$ cat src/rtl/mem_access_unit.sv
// mem_access_unit: MEM stage of the integer pipeline.
// Turns EX/MEM control into a single aligned data-memory request, stalls the
// upstream pipeline until the memory answers, extracts and extends load data,
// and presents the result to MEM/WB. Misaligned accesses never reach memory;
// they raise a one-cycle misalign_err and insert a bubble instead.
module mem_access_unit #(
   parameter int REG_WIDTH    = 64,
   parameter int REG_COUNT    = 32,
   parameter int M_Ctrl_bits  = 5,
   parameter int WB_Ctrl_bits = 5
) (
   input  logic                         clk,
   input  logic                         rst,
   input  logic [WB_Ctrl_bits-1:0]      WB_Ctrl_in,
   input  logic [M_Ctrl_bits-1:0]       M_Ctrl_in,
   input  logic [REG_WIDTH-1:0]         ALU_res_in,
   input  logic [REG_WIDTH-1:0]         rs2_data_in,
   input  logic [$clog2(REG_COUNT)-1:0] rd_addr_in,
   output logic                         dmem_req,
   output logic                         dmem_we,
   output logic [REG_WIDTH-1:0]         dmem_addr,
   output logic [REG_WIDTH-1:0]         dmem_wdata,
   output logic [REG_WIDTH/8-1:0]       dmem_wstrb,
   input  logic                         dmem_ready,
   input  logic [REG_WIDTH-1:0]         dmem_rdata,
   output logic                         stall_out,
   output logic                         misalign_err,
   output logic [WB_Ctrl_bits-1:0]      WB_Ctrl_out,
   output logic [REG_WIDTH-1:0]         ALU_res_out,
   output logic [REG_WIDTH-1:0]         mem_data_out,
   output logic [$clog2(REG_COUNT)-1:0] rd_addr_out
);

   localparam int AW = $clog2(REG_COUNT);
   localparam int NB = REG_WIDTH / 8;
   localparam int OW = (NB > 1) ? $clog2(NB) : 1;   // byte-offset width
   localparam int DW = $clog2(REG_WIDTH);           // bit-index width

   typedef enum logic {IDLE, BUSY} state_t;

   state_t state, next_state;

   // Decoded view of the incoming request (only meaningful in IDLE)
   logic          rd_req, wr_req, acc_req, aligned;
   logic [1:0]    size;
   logic [OW-1:0] off;
   int            sb;                 // access size in bytes

   // Store data / strobes computed from the incoming request
   logic [REG_WIDTH-1:0] st_mask_data;
   logic [REG_WIDTH-1:0] st_wdata;
   logic [NB-1:0]        st_wstrb;

   // Fields captured when the request is launched
   logic [WB_Ctrl_bits-1:0] cap_wb;
   logic [REG_WIDTH-1:0]    cap_alu;
   logic [AW-1:0]           cap_rd;
   logic [OW-1:0]           cap_off;
   logic [1:0]              cap_size;
   logic                    cap_uns;

   // Load extraction from the returned word
   logic [REG_WIDTH-1:0] ld_sh;
   logic [REG_WIDTH-1:0] ld_data;
   int                   ld_bits;
   logic                 ld_sgn;

   assign rd_req  = M_Ctrl_in[0];
   assign wr_req  = M_Ctrl_in[1];       // read+write together behaves as a write
   assign acc_req = rd_req | wr_req;
   assign size    = M_Ctrl_in[4:3];
   assign off     = ALU_res_in[OW-1:0];

   // Alignment: offset must be a multiple of the size; oversize is never aligned
   always_comb begin
      sb      = 1 << size;
      aligned = (sb <= NB) && ((int'(off) & (sb - 1)) == 0);
   end

   // Store lane placement: keep the low sb bytes of rs2, shift into the lanes
   always_comb begin
      st_mask_data = '0;
      st_wstrb     = '0;
      for (int i = 0; i < REG_WIDTH; i++)
         st_mask_data[i] = (i < sb * 8) ? rs2_data_in[i] : 1'b0;
      st_wdata = st_mask_data << (int'(off) * 8);
      for (int b = 0; b < NB; b++)
         st_wstrb[b] = (b >= int'(off)) && (b < int'(off) + sb);
   end

   // Load extraction: move the addressed bytes down, then sign/zero extend
   always_comb begin
      ld_data = '0;
      ld_sh   = dmem_rdata >> (int'(cap_off) * 8);
      ld_bits = 8 << cap_size;
      if (ld_bits > REG_WIDTH) ld_bits = REG_WIDTH;
      ld_sgn  = !cap_uns && ld_sh[DW'(ld_bits - 1)];
      for (int i = 0; i < REG_WIDTH; i++)
         ld_data[i] = (i < ld_bits) ? ld_sh[i] : ld_sgn;
   end

   // State register
   always_ff @(posedge clk or posedge rst) begin
      if (rst) state <= IDLE;
      else     state <= next_state;
   end

   // Next state and stall: stall while an access is being launched or waited on
   always_comb begin
      next_state = state;
      stall_out  = 1'b0;
      case (state)
         IDLE: begin
            if (acc_req && aligned) begin
               next_state = BUSY;
               stall_out  = 1'b1;
            end
         end
         BUSY: begin
            stall_out = !dmem_ready;
            if (dmem_ready) next_state = IDLE;
         end
         default: next_state = IDLE;
      endcase
   end

   // Request, capture and MEM/WB output registers
   always_ff @(posedge clk or posedge rst) begin
      if (rst) begin
         dmem_req     <= 1'b0;
         dmem_we      <= 1'b0;
         dmem_addr    <= '0;
         dmem_wdata   <= '0;
         dmem_wstrb   <= '0;
         misalign_err <= 1'b0;
         WB_Ctrl_out  <= '0;
         ALU_res_out  <= '0;
         mem_data_out <= '0;
         rd_addr_out  <= '0;
         cap_wb       <= '0;
         cap_alu      <= '0;
         cap_rd       <= '0;
         cap_off      <= '0;
         cap_size     <= '0;
         cap_uns      <= 1'b0;
      end else begin
         misalign_err <= 1'b0;
         case (state)
            IDLE: begin
               if (!acc_req) begin
                  // Pass-through of a non-memory instruction
                  WB_Ctrl_out  <= WB_Ctrl_in;
                  ALU_res_out  <= ALU_res_in;
                  rd_addr_out  <= rd_addr_in;
                  mem_data_out <= '0;
               end else if (!aligned) begin
                  // Kill the instruction: no request, bubble downstream
                  misalign_err <= 1'b1;
                  WB_Ctrl_out  <= '0;
                  ALU_res_out  <= ALU_res_in;
                  rd_addr_out  <= rd_addr_in;
                  mem_data_out <= '0;
               end else begin
                  // Launch: register the request, bubble until it completes
                  dmem_req    <= 1'b1;
                  dmem_we     <= wr_req;
                  dmem_addr   <= {ALU_res_in[REG_WIDTH-1:OW], {OW{1'b0}}};
                  dmem_wdata  <= wr_req ? st_wdata : '0;
                  dmem_wstrb  <= wr_req ? st_wstrb : '0;
                  WB_Ctrl_out <= '0;
                  cap_wb      <= WB_Ctrl_in;
                  cap_alu     <= ALU_res_in;
                  cap_rd      <= rd_addr_in;
                  cap_off     <= off;
                  cap_size    <= size;
                  cap_uns     <= M_Ctrl_in[2];
               end
            end
            BUSY: begin
               if (dmem_ready) begin
                  dmem_req     <= 1'b0;
                  dmem_we      <= 1'b0;
                  dmem_wstrb   <= '0;
                  WB_Ctrl_out  <= cap_wb;
                  ALU_res_out  <= cap_alu;
                  rd_addr_out  <= cap_rd;
                  mem_data_out <= dmem_we ? '0 : ld_data;
               end else begin
                  WB_Ctrl_out <= '0;
               end
            end
            default: ;
         endcase
      end
   end

endmodule
$ cat config.mk
export PLATFORM = sky130hd
export DESIGN_NAME = mem_access_unit
export DESIGN_NICKNAME = d
export VERILOG_FILES = /design/src/rtl/mem_access_unit.sv
export SDC_FILE = /design/constraint.sdc
export NUM_CORES = 1
export LEC_CHECK = 0
export BUFFER_PORTS_ARGS = -buffer_cell sky130_fd_sc_hd__buf_2
export CORE_ASPECT_RATIO = 2
export CORE_MARGIN = 5
export CORE_UTILIZATION = 40
export DETAILED_ROUTE_END_ITERATION = 8
export GPL_ROUTABILITY_DRIVEN = 1
export HOLD_SLACK_MARGIN = 0.06
export PLACE_DENSITY = 0.7
export SETUP_SLACK_MARGIN = 0.2
export SLEW_MARGIN = 20
export SYNTH_ARGS = -nofsm -noshare
export SYNTH_HDL_FRONTEND = slang
export SYNTH_SLANG_ARGS = --single-unit
$ cat constraint.sdc
create_clock -name clk -period 7.75 [get_ports clk]
set_clock_uncertainty 0.1 [all_clocks]
set_input_delay 0.3875 -clock clk [delete_from_list [all_inputs] [get_ports clk]]
set_output_delay 0.3875 -clock clk [all_outputs]
set_load 0.03 [all_outputs]
# Word-level counts from Yosys, hierarchy flattened
# Index checks and enable logic that the tools add are counted.
dict set report word_totals {
  regBits 355
  in_bits 210
  output_inout_bits 278
  elab_cells 361
}
dict set report classes {
  n_addsub 3
  n_lt_le_gt_ge 146
  n_eq_ne 4
  shift 4
  n_mux 168
  n_bitwise 3
  n_reduce_logical 16
}
# cell count
set ops {}
lappend ops {{7-bit by 32-bit < comparator with 1-bit output, first input constant} 64}
lappend ops {{6-bit by 32-bit < comparator with 1-bit output, first input constant} 32}
lappend ops {{5-bit by 32-bit < comparator with 1-bit output, first input constant} 16}
lappend ops {{64-bit two-way mux} 8}
lappend ops {{4-bit by 32-bit < comparator with 1-bit output, first input constant} 12}
lappend ops {{64-bit case mux with 2 select lines} 2}
lappend ops {{3-bit by 32-bit < comparator with 1-bit output, first input constant} 6}
lappend ops {{1-bit two-way mux} 140}
lappend ops {{1-bit by 32-bit < comparator with 1-bit output, first input constant} 3}
lappend ops {{2-bit by 32-bit < comparator with 1-bit output, first input constant} 3}
lappend ops {{64-bit by 6-bit left shift with 64-bit output} 1}
lappend ops {{64-bit by 6-bit right shift with 64-bit output} 1}
lappend ops {{4-bit by 32-bit adder with 32-bit output} 1}
lappend ops {{4-bit by 32-bit AND with 32-bit output} 1}
lappend ops {{32-bit by 8-bit greater-than comparator with 1-bit output, second input constant} 1}
lappend ops {{32-bit by 5-bit <= comparator with 1-bit output, second input constant} 1}
lappend ops {{32-bit zero test} 1}
lappend ops {{32-bit two-way mux} 1}
lappend ops {{8-bit two-way mux} 4}
lappend ops {{1-bit by 2-bit left shift with 32-bit output, first input constant} 1}
lappend ops {{4-bit by 2-bit left shift with 32-bit output, first input constant} 1}
lappend ops {{32-bit by 2-bit subtractor with 32-bit output, second input constant} 1}
lappend ops {{5-bit two-way mux} 5}
lappend ops {{5-bit case mux with 2 select lines} 2}
lappend ops {{other kinds (16)} 36}

# Depth between registers and ports, before layout
# Gate-level depths: netlist (run 1).
dict set report logic_depth {
  word_depth 12
  depth_mapped 11
  mapped_depth_nobuf 8
}

# Least setup slack after synthesis (run 1)
# Ideal clock, no wire load.
dict set report synth_timing {
  path_kind {input to register}
  startpoint {input port M_Ctrl_in[4]}
  endpoint {register dmem_wstrb[0]}
  setup_time_ps 124
  arrival_time_ps 2636
  slack_ps 4891
  cell_stages 10
  path_buffers 3
  path_cell_list {clkbuf_1 clkbuf_1 clkbuf_1 nor2b_1 fa_1 or4_1 a21oi_1 nand2_1 o31ai_1 nand2_1}
}
dict set report synth_via {
  elab_chain_cells 8
}
# element line
set synth_rtl {}
lappend synth_rtl {{start: declaration} 15} ;# input logic [M_Ctrl_bits-1:0] M_Ctrl_in,
lappend synth_rtl {{1-bit by 2-bit left shift with 32-bit output *} 76} ;# sb = 1 << size;
lappend synth_rtl {{4-bit by 32-bit adder with 32-bit output} 88} ;# st_wstrb[b] = (b >= int'(off)) && (b < int'(off) + sb);
lappend synth_rtl {{1-bit by 32-bit < comparator with 1-bit output} 88}
lappend synth_rtl {{1-bit logical AND} 88}
lappend synth_rtl {{8-bit two-way mux} 169} ;# dmem_wstrb <= wr_req ? st_wstrb : '0;
lappend synth_rtl {{8-bit two-way mux} 156} ;# end else if (!aligned) begin
lappend synth_rtl {{8-bit two-way mux} 150} ;# if (!acc_req) begin
lappend synth_rtl {{8-bit case mux with 2 select lines} 148} ;# case (state)
lappend synth_rtl {{end signal: assignment} 169}
lappend synth_rtl {{end: declaration} 23} ;# output logic [REG_WIDTH/8-1:0] dmem_wstrb,
# Mark *: on every way between the ends. The rest lies on a longest branch, timed or not. The select of a mux whose other input is x is not followed.
# A chain may end at the register's enable or synchronous reset.

# Worst setup path in the final report (run 1)
dict set report layout_timing {
  startpoint {input port M_Ctrl_in[4]}
  endpoint {register mem_data_out[37]}
}
dict set report layout_via {
  elab_chain_cells 7
}
# element line
set layout_rtl {}
lappend layout_rtl {{1-bit by 2-bit left shift with 32-bit output *} 76}
lappend layout_rtl {{32-bit by 2-bit subtractor with 32-bit output} 77} ;# aligned = (sb <= NB) && ((int'(off) & (sb - 1)) == 0);
lappend layout_rtl {{4-bit by 32-bit AND with 32-bit output} 77}
lappend layout_rtl {{32-bit zero test} 77}
lappend layout_rtl {{1-bit logical AND *} 77}
lappend layout_rtl {{3-bit != test (no line) *} n/a}
lappend layout_rtl {{2-bit AND reduction (no line) *} n/a}
lappend layout_rtl {{end signal: assignment} 187} ;# mem_data_out <= dmem_we ? '0 : ld_data;
lappend layout_rtl {{end: declaration} 30} ;# output logic [REG_WIDTH-1:0] mem_data_out,
# Mark *: on every way between the ends. The rest lies on a longest branch, timed or not.

==> metrics.txt, run 1 <==
cts bufs inserted 28; CP Launch Point M_Ctrl_in[4]; CP top delay family buffers and inverters; setup bufs post-CTS 0; final wirelength 59.6 mm; slowest cell delay on critical path 0.76 ns; RePlAce Congestion 0.972; Area Overhead vs Synth 26.0%; TritonCTS clock tree built; Total GRT Usage 26.4%; worst-path fanout max 81; DRC viols 0; most frequent cells in the layout buf_2, nand2_1, dfrtp_1; Fill cells 3580; Tightest Pin Transition 1.09 ns; hold buffer count at cts 89; vias in the first global route 14900; Synth Cell Area 15700 um2; dominant synthesized flop cell dfrtp_1; post-CTS sizing 0; Buffers & Inverters on Critical Path 4; TritonRoute pass-1 iters 5; setup TNS 0 ns; fin crit period 3.64 ns; post-route ant nets 0; NumNets Final 2325; fraction of layout cells with a size suffix above 1 30.0%; Final period util 47.0%; drt wl/cell 22.5 um; Max Fclk 274 MHz; number of synthesized flops with an enable pin 0; Max Cap Viol 0; Tightest Hold Check Type in -> reg; Mapped Avg Cell Area 9.30 um2; Final Max Tran Viols 0; Initial Util 40.4%; port buffer count 484; gr ovfl total 0; endpoints failing hold 0; largest net degree at the start of global routing 142; Post-Route Utilization 50.9%; Async S/R FF share, synth 100%; Pwr per Cell Area 311 nW/um2; setup slack, reg-to-reg 4.21 ns; # rows 102; commonest non-fill, non-tap cell in the layout buf_2; Die Ht 290 um; Hold Crit Depth 3; Syn. warnings 0; register area share after synthesis 46.5%; CTS max path bufs 3; Max-slew headroom 26.9%; worst path cell trace buf_2 -> nor2_1 -> clkinv_1 -> ha_1 -> a211oi_2 -> o21ai_4 -> o21ai_4 -> buf_4 -> buf_4 -> a22oi_1 -> o21ai_2; Yosys reg bits 291; overall power 6.15 mW; hold endpoint WB_Ctrl_out[1]; Ports 488; leakage power 9.79 nW; Worst R2R Start state; Reg-to-Reg End mem_data_out[61]; vias per cell 5.52; HP Start dmem_ready; HPWL Detailed 43.7 mm; Synth cell types 66; Worst-Skew Late Latency 0.58 ns; r2r worst-path depth 5; CP max-delay cell buf_4; Worst IR Drop VDD 0.170 mV; Crit. End Element flop; Critical Path AT 4.01 ns; required time worst endpoint 8.12 ns; outcome finished, final reports clean; CTS root buf clkbuf_16; RSZ-0062 raised after global routing no; clock sinks 291; First DRT Iteration DRCs 920; first-pass GRT wire length 89.1 mm; Syn Inst Count 1685; CP Class in -> reg; CP Launch Type primary input; area of the die 43500 um2; Clock transition at path regs 0.07 ns; initial antenna violation count 2; Via Count 14600; Core Region 38800 um2; H-tree depth 1; Die W 150 um; final setup vio count 0
-- power by group --
group	leakage, nW	internal (mW)	switching, mW
logic	5.55	0.727	1.75
registers	3.76	1.87	0.301
clock network	0.484	0.870	0.628
-- worst max-delay path by stage --
stage	slack, ns	cells after the start	end
floorplan	3.40	1	ALU_res_out[0]
global placement	3.77	11	mem_data_out[38]
detailed placement	3.64	11	mem_data_out[37]
CTS	4.22	5	mem_data_out[61]
global route	3.96	11	mem_data_out[37]
finish	4.11	11	mem_data_out[37]
-- worst reg2reg max path: stages (launching register included) --
cell,delay (ns)
dfrtp_4,0.75
nand3b_1,0.75
nor2_1,0.39
o21a_1,0.50
nand3_4,0.59
o21ai_2,0.34
-- synth_stat cells, drive strengths merged (2+ instances only) --
| cell type | number | area (um2) |
|---|---|---|
| a211o | 5 | 43.8 |
| a211oi | 24 | 185 |
| a21o | 2 | 15.0 |
| a21oi | 70 | 350 |
| a221oi | 8 | 70.1 |
| a22o | 50 | 438 |
| a22oi | 65 | 488 |
| a31oi | 7 | 43.8 |
| a32o | 2 | 20.0 |
| a32oi | 9 | 78.8 |
| and2 | 3 | 18.8 |
| buf | 111 | 777 |
| clkbuf | 89 | 335 |
| dfrtp | 291 | 7280 |
| ha | 5 | 62.6 |
| inv | 7 | 26.3 |
| mux2 | 38 | 439 |
| mux2i | 115 | 1150 |
| mux4 | 4 | 90.1 |
| nand2 | 407 | 1530 |
| nand2b | 5 | 31.3 |
| nand3 | 8 | 52.6 |
| nand3b | 6 | 45.0 |
| nor2 | 45 | 176 |
| nor2b | 48 | 300 |
| nor3 | 12 | 65.1 |
| nor4 | 2 | 18.8 |
| o2111ai | 8 | 70.1 |
| o211ai | 5 | 37.5 |
| o21a | 3 | 22.5 |
| o21ai | 186 | 1070 |
| o221ai | 5 | 50.0 |
| o22ai | 22 | 138 |
| o2bb2ai | 3 | 26.3 |
-- routing by layer --
layer  global-route usage (%)  share of wire (%)  wire length [um]  vias up
met3                     4.47                6.3              3770      239
li1                         -                  -                 -     6713
met1                     28.4                 35             20700     6957
met5                        0                  0                 0        -
met2                     44.5                 49             29200      730
met4                     21.7                 10              5960        0
-- through the flow --
stage / area, um2 / hold slack (ns) / std cells / setup slack (ns)
2_1_floorplan: 15700 / 0.345 / 1687 / 3.40
3_3_place_gp: 17800 / 0.356 / 2510 / 3.77
3_5_place_dp: 17800 / 0.359 / 2510 / 3.64
4_1_cts: 19700 / 0.0610 / 2649 / 4.22
5_1_grt: 19700 / 0.111 / 2651 / 3.96
6_report: 19700 / 0.107 / 2651 / 4.11
-- layout make-up --
cell class	instances	area, um2	share of cell area (%)
Inverter	8	33.8	0.171
Multi-Input combinational cell	1188	7280	36.9
Tap cell	520	651	3.30
Sequential cell	291	7290	36.9
Timing Repair Buffer	592	3470	17.6
Clock inverter	12	200	1.01
Antenna cell	2	5.00	0.0253
Clock buffer	38	808	4.09
-- state kept, by name (all words and copies together) (netlist names) --
register and count:
dmem_wdata 64, state 1, dmem_req 1, WB_Ctrl_out 5
mem_data_out 64, ALU_res_out 64, cap_rd 5, dmem_wstrb 8
misalign_err 1, rd_addr_out 5, cap_size 2, dmem_we 1
cap_uns 1, cap_wb 5, cap_alu 64
-- kinds of logic (layout without fill, tap and decap cells) --
logic type / count (synthesis) / count (layout) / share of synthesized area, %
DFF: 291 / 291 / 46.5
AOI/OAI and AO/OA: 479 / 479 / 20.3
and+or+nand+nor: 541 / 541 / 14.5
xor gates and xnor gates: 2 / 2 / 0.112
muxes: 157 / 157 / 10.7
other: 1 / 5 / 0.0239
buffers and inverters: 208 / 650 / 7.29
adders and majority gates: 6 / 6 / 0.527
(Power assumes the default switching activity.)
==> inputs of run 2 (changes only) <==
clock period = 3.07 ns   (was 7.75 ns; I/O delays follow)
==> metrics.txt, run 2 (synthesis results as in run 1) <==
Via Count 15000; CTS max path bufs 3; cts bufs inserted 27; Area Overhead vs Synth 30.7%; Crit. End Element flop; gr busiest metal met2; Tightest Pin Transition 0.992 ns; Total GRT Usage 27.2%; final setup vio count 0; outcome finished, final reports clean; RSZ-0062 raised after global routing yes; M2 GR Usage 47.0%; Ports 488; commonest non-fill, non-tap cell in the layout buf_2; Core Region 38800 um2; setup slack, reg-to-reg 0.35 ns; vias per cell 5.51; met1 Usage GRT 29.4%; RePlAce Congestion 0.989; dpl cells 2536; Clock transition at path regs 0.07 ns; CP Class in -> reg; CTS root buf clkbuf_16; H-tree depth 1; met3 usage 4.23%; post-route cell area 20500 um2; post-route ant nets 0; Worst R2R Start cap_size[1]; port buffer count 484; leakage power 10.1 nW; CP Launch Point ALU_res_in[0]; Final Max Tran Viols 0; worst-path fanout max 75; fraction of layout cells with a size suffix above 1 30.3%; Final period util 90.0%; vias in the first global route 15600; Max Fclk 362 MHz; TritonCTS clock tree built; Die Ht 290 um; Post-Route Utilization 52.8%; Die W 150 um; initial antenna violation count 0; DRC viols 0; fin crit period 2.76 ns; most frequent cells in the layout buf_2, nand2_1, dfrtp_1; Max Cap Viol 0; Tightest Hold Check Type in -> reg; HPWL Detailed 45.5 mm; Fin Hold WS 0.103 ns; gr ovfl total 0; NumNets Final 2393; final wirelength 61.2 mm; Worst-Skew Late Latency 0.57 ns; first-pass GRT wire length 92.1 mm; Post-DP Area 18200 um2; Pwr per Cell Area 764 nW/um2; drt wl/cell 22.5 um; Max-slew headroom 33.6%; Fill cells 3576; CP Launch Type primary input; TritonRoute pass-1 iters 5; endpoints failing hold 0; area of the die 43500 um2; Initial Util 40.4%; First DRT Iteration DRCs 910; setup bufs post-CTS 0; HP Start rs2_data_in[52]; Critical Path AT 3.17 ns; Non-Filler Instances 2719; required time worst endpoint 3.48 ns; Worst IR Drop VDD 0.555 mV; largest net degree at the start of global routing 140; clock sinks 291; # rows 102
## run 2: changes by cell type in the layout (fill, tap and decap cells not counted), sizes merged
cell and delta:
buf +26, clkbuf -3, clkinv +1, clkinvlp +1, diode -1, dlygate4sd3 +42
inv +1, nand3 +1
## run 2: layout make-up
class                           count  area, um2  area share, %
Clock inverter                     15        223           1.09
Inverter                            8       33.8          0.165
Multi-Input combinational cell   1189       7310           35.7
Sequential cell                   291       7290           35.6
Timing Repair Buffer              660       4210           20.5
Clock buffer                       35        766           3.74
Tap cell                          520        651           3.18
Antenna cell                        1       2.50         0.0122
## run 2: per-layer routing
metal	vias up	share of wire, %
met5	-	0
met4	0	8.8
met3	221	6.1
met2	711	51
met1	7204	34
li1	6851	-
## run 2: critical path, cell delays in order
cell and delay [ns]:
dlygate4sd3_1 0.53, buf_2 0.20, buf_12 0.22, nor2b_1 0.56, a32oi_1 0.16, dlygate4sd3_1 0.61
nor2_1 0.09, a21oi_1 0.06, a21oi_1 0.33, a22o_1 0.19
## run 2: worst paths after layout
| path | end | depth (start not counted) |
|---|---|---|
| setup reg to reg | mem_data_out[14] | 8 |
| setup / recovery | dmem_wdata[48] | 10 |
| hold / removal | dmem_wdata[60] | 6 |
| max in group asynchronous | cap_alu[4] | 4 |
| hold reg to reg | ALU_res_out[52] | 2 |
| min in group asynchronous | mem_data_out[55] | 3 |
## run 2: repair_timing
item,CTS,global route
hold buffers,131,0
hold endpoints to repair,235,0
endpoints found under the setup margin,0,29
gates resized for setup,0,3
## run 2: where the power goes
| part | total (mW) | internal, mW | switching (mW) |
|---|---|---|---|
| Sequential | 5.38 | 4.71 | 0.661 |
| Combinational | 6.57 | 2.00 | 4.57 |
| Clock | 3.71 | 2.13 | 1.58 |
## run 2: per-stage QoR
step / setup TNS (ns) / total power [mW] / worst slack (ns)
finish: 0 / 15.7 / 0.307
global placement: 0 / 11.7 / 0.374
floorplan: -304.00 / 9.89 / -1.04
CTS: 0 / 15.7 / 0.267
detailed placement: 0 / 11.8 / 0.318
global route: 0 / 16.4 / 0.176
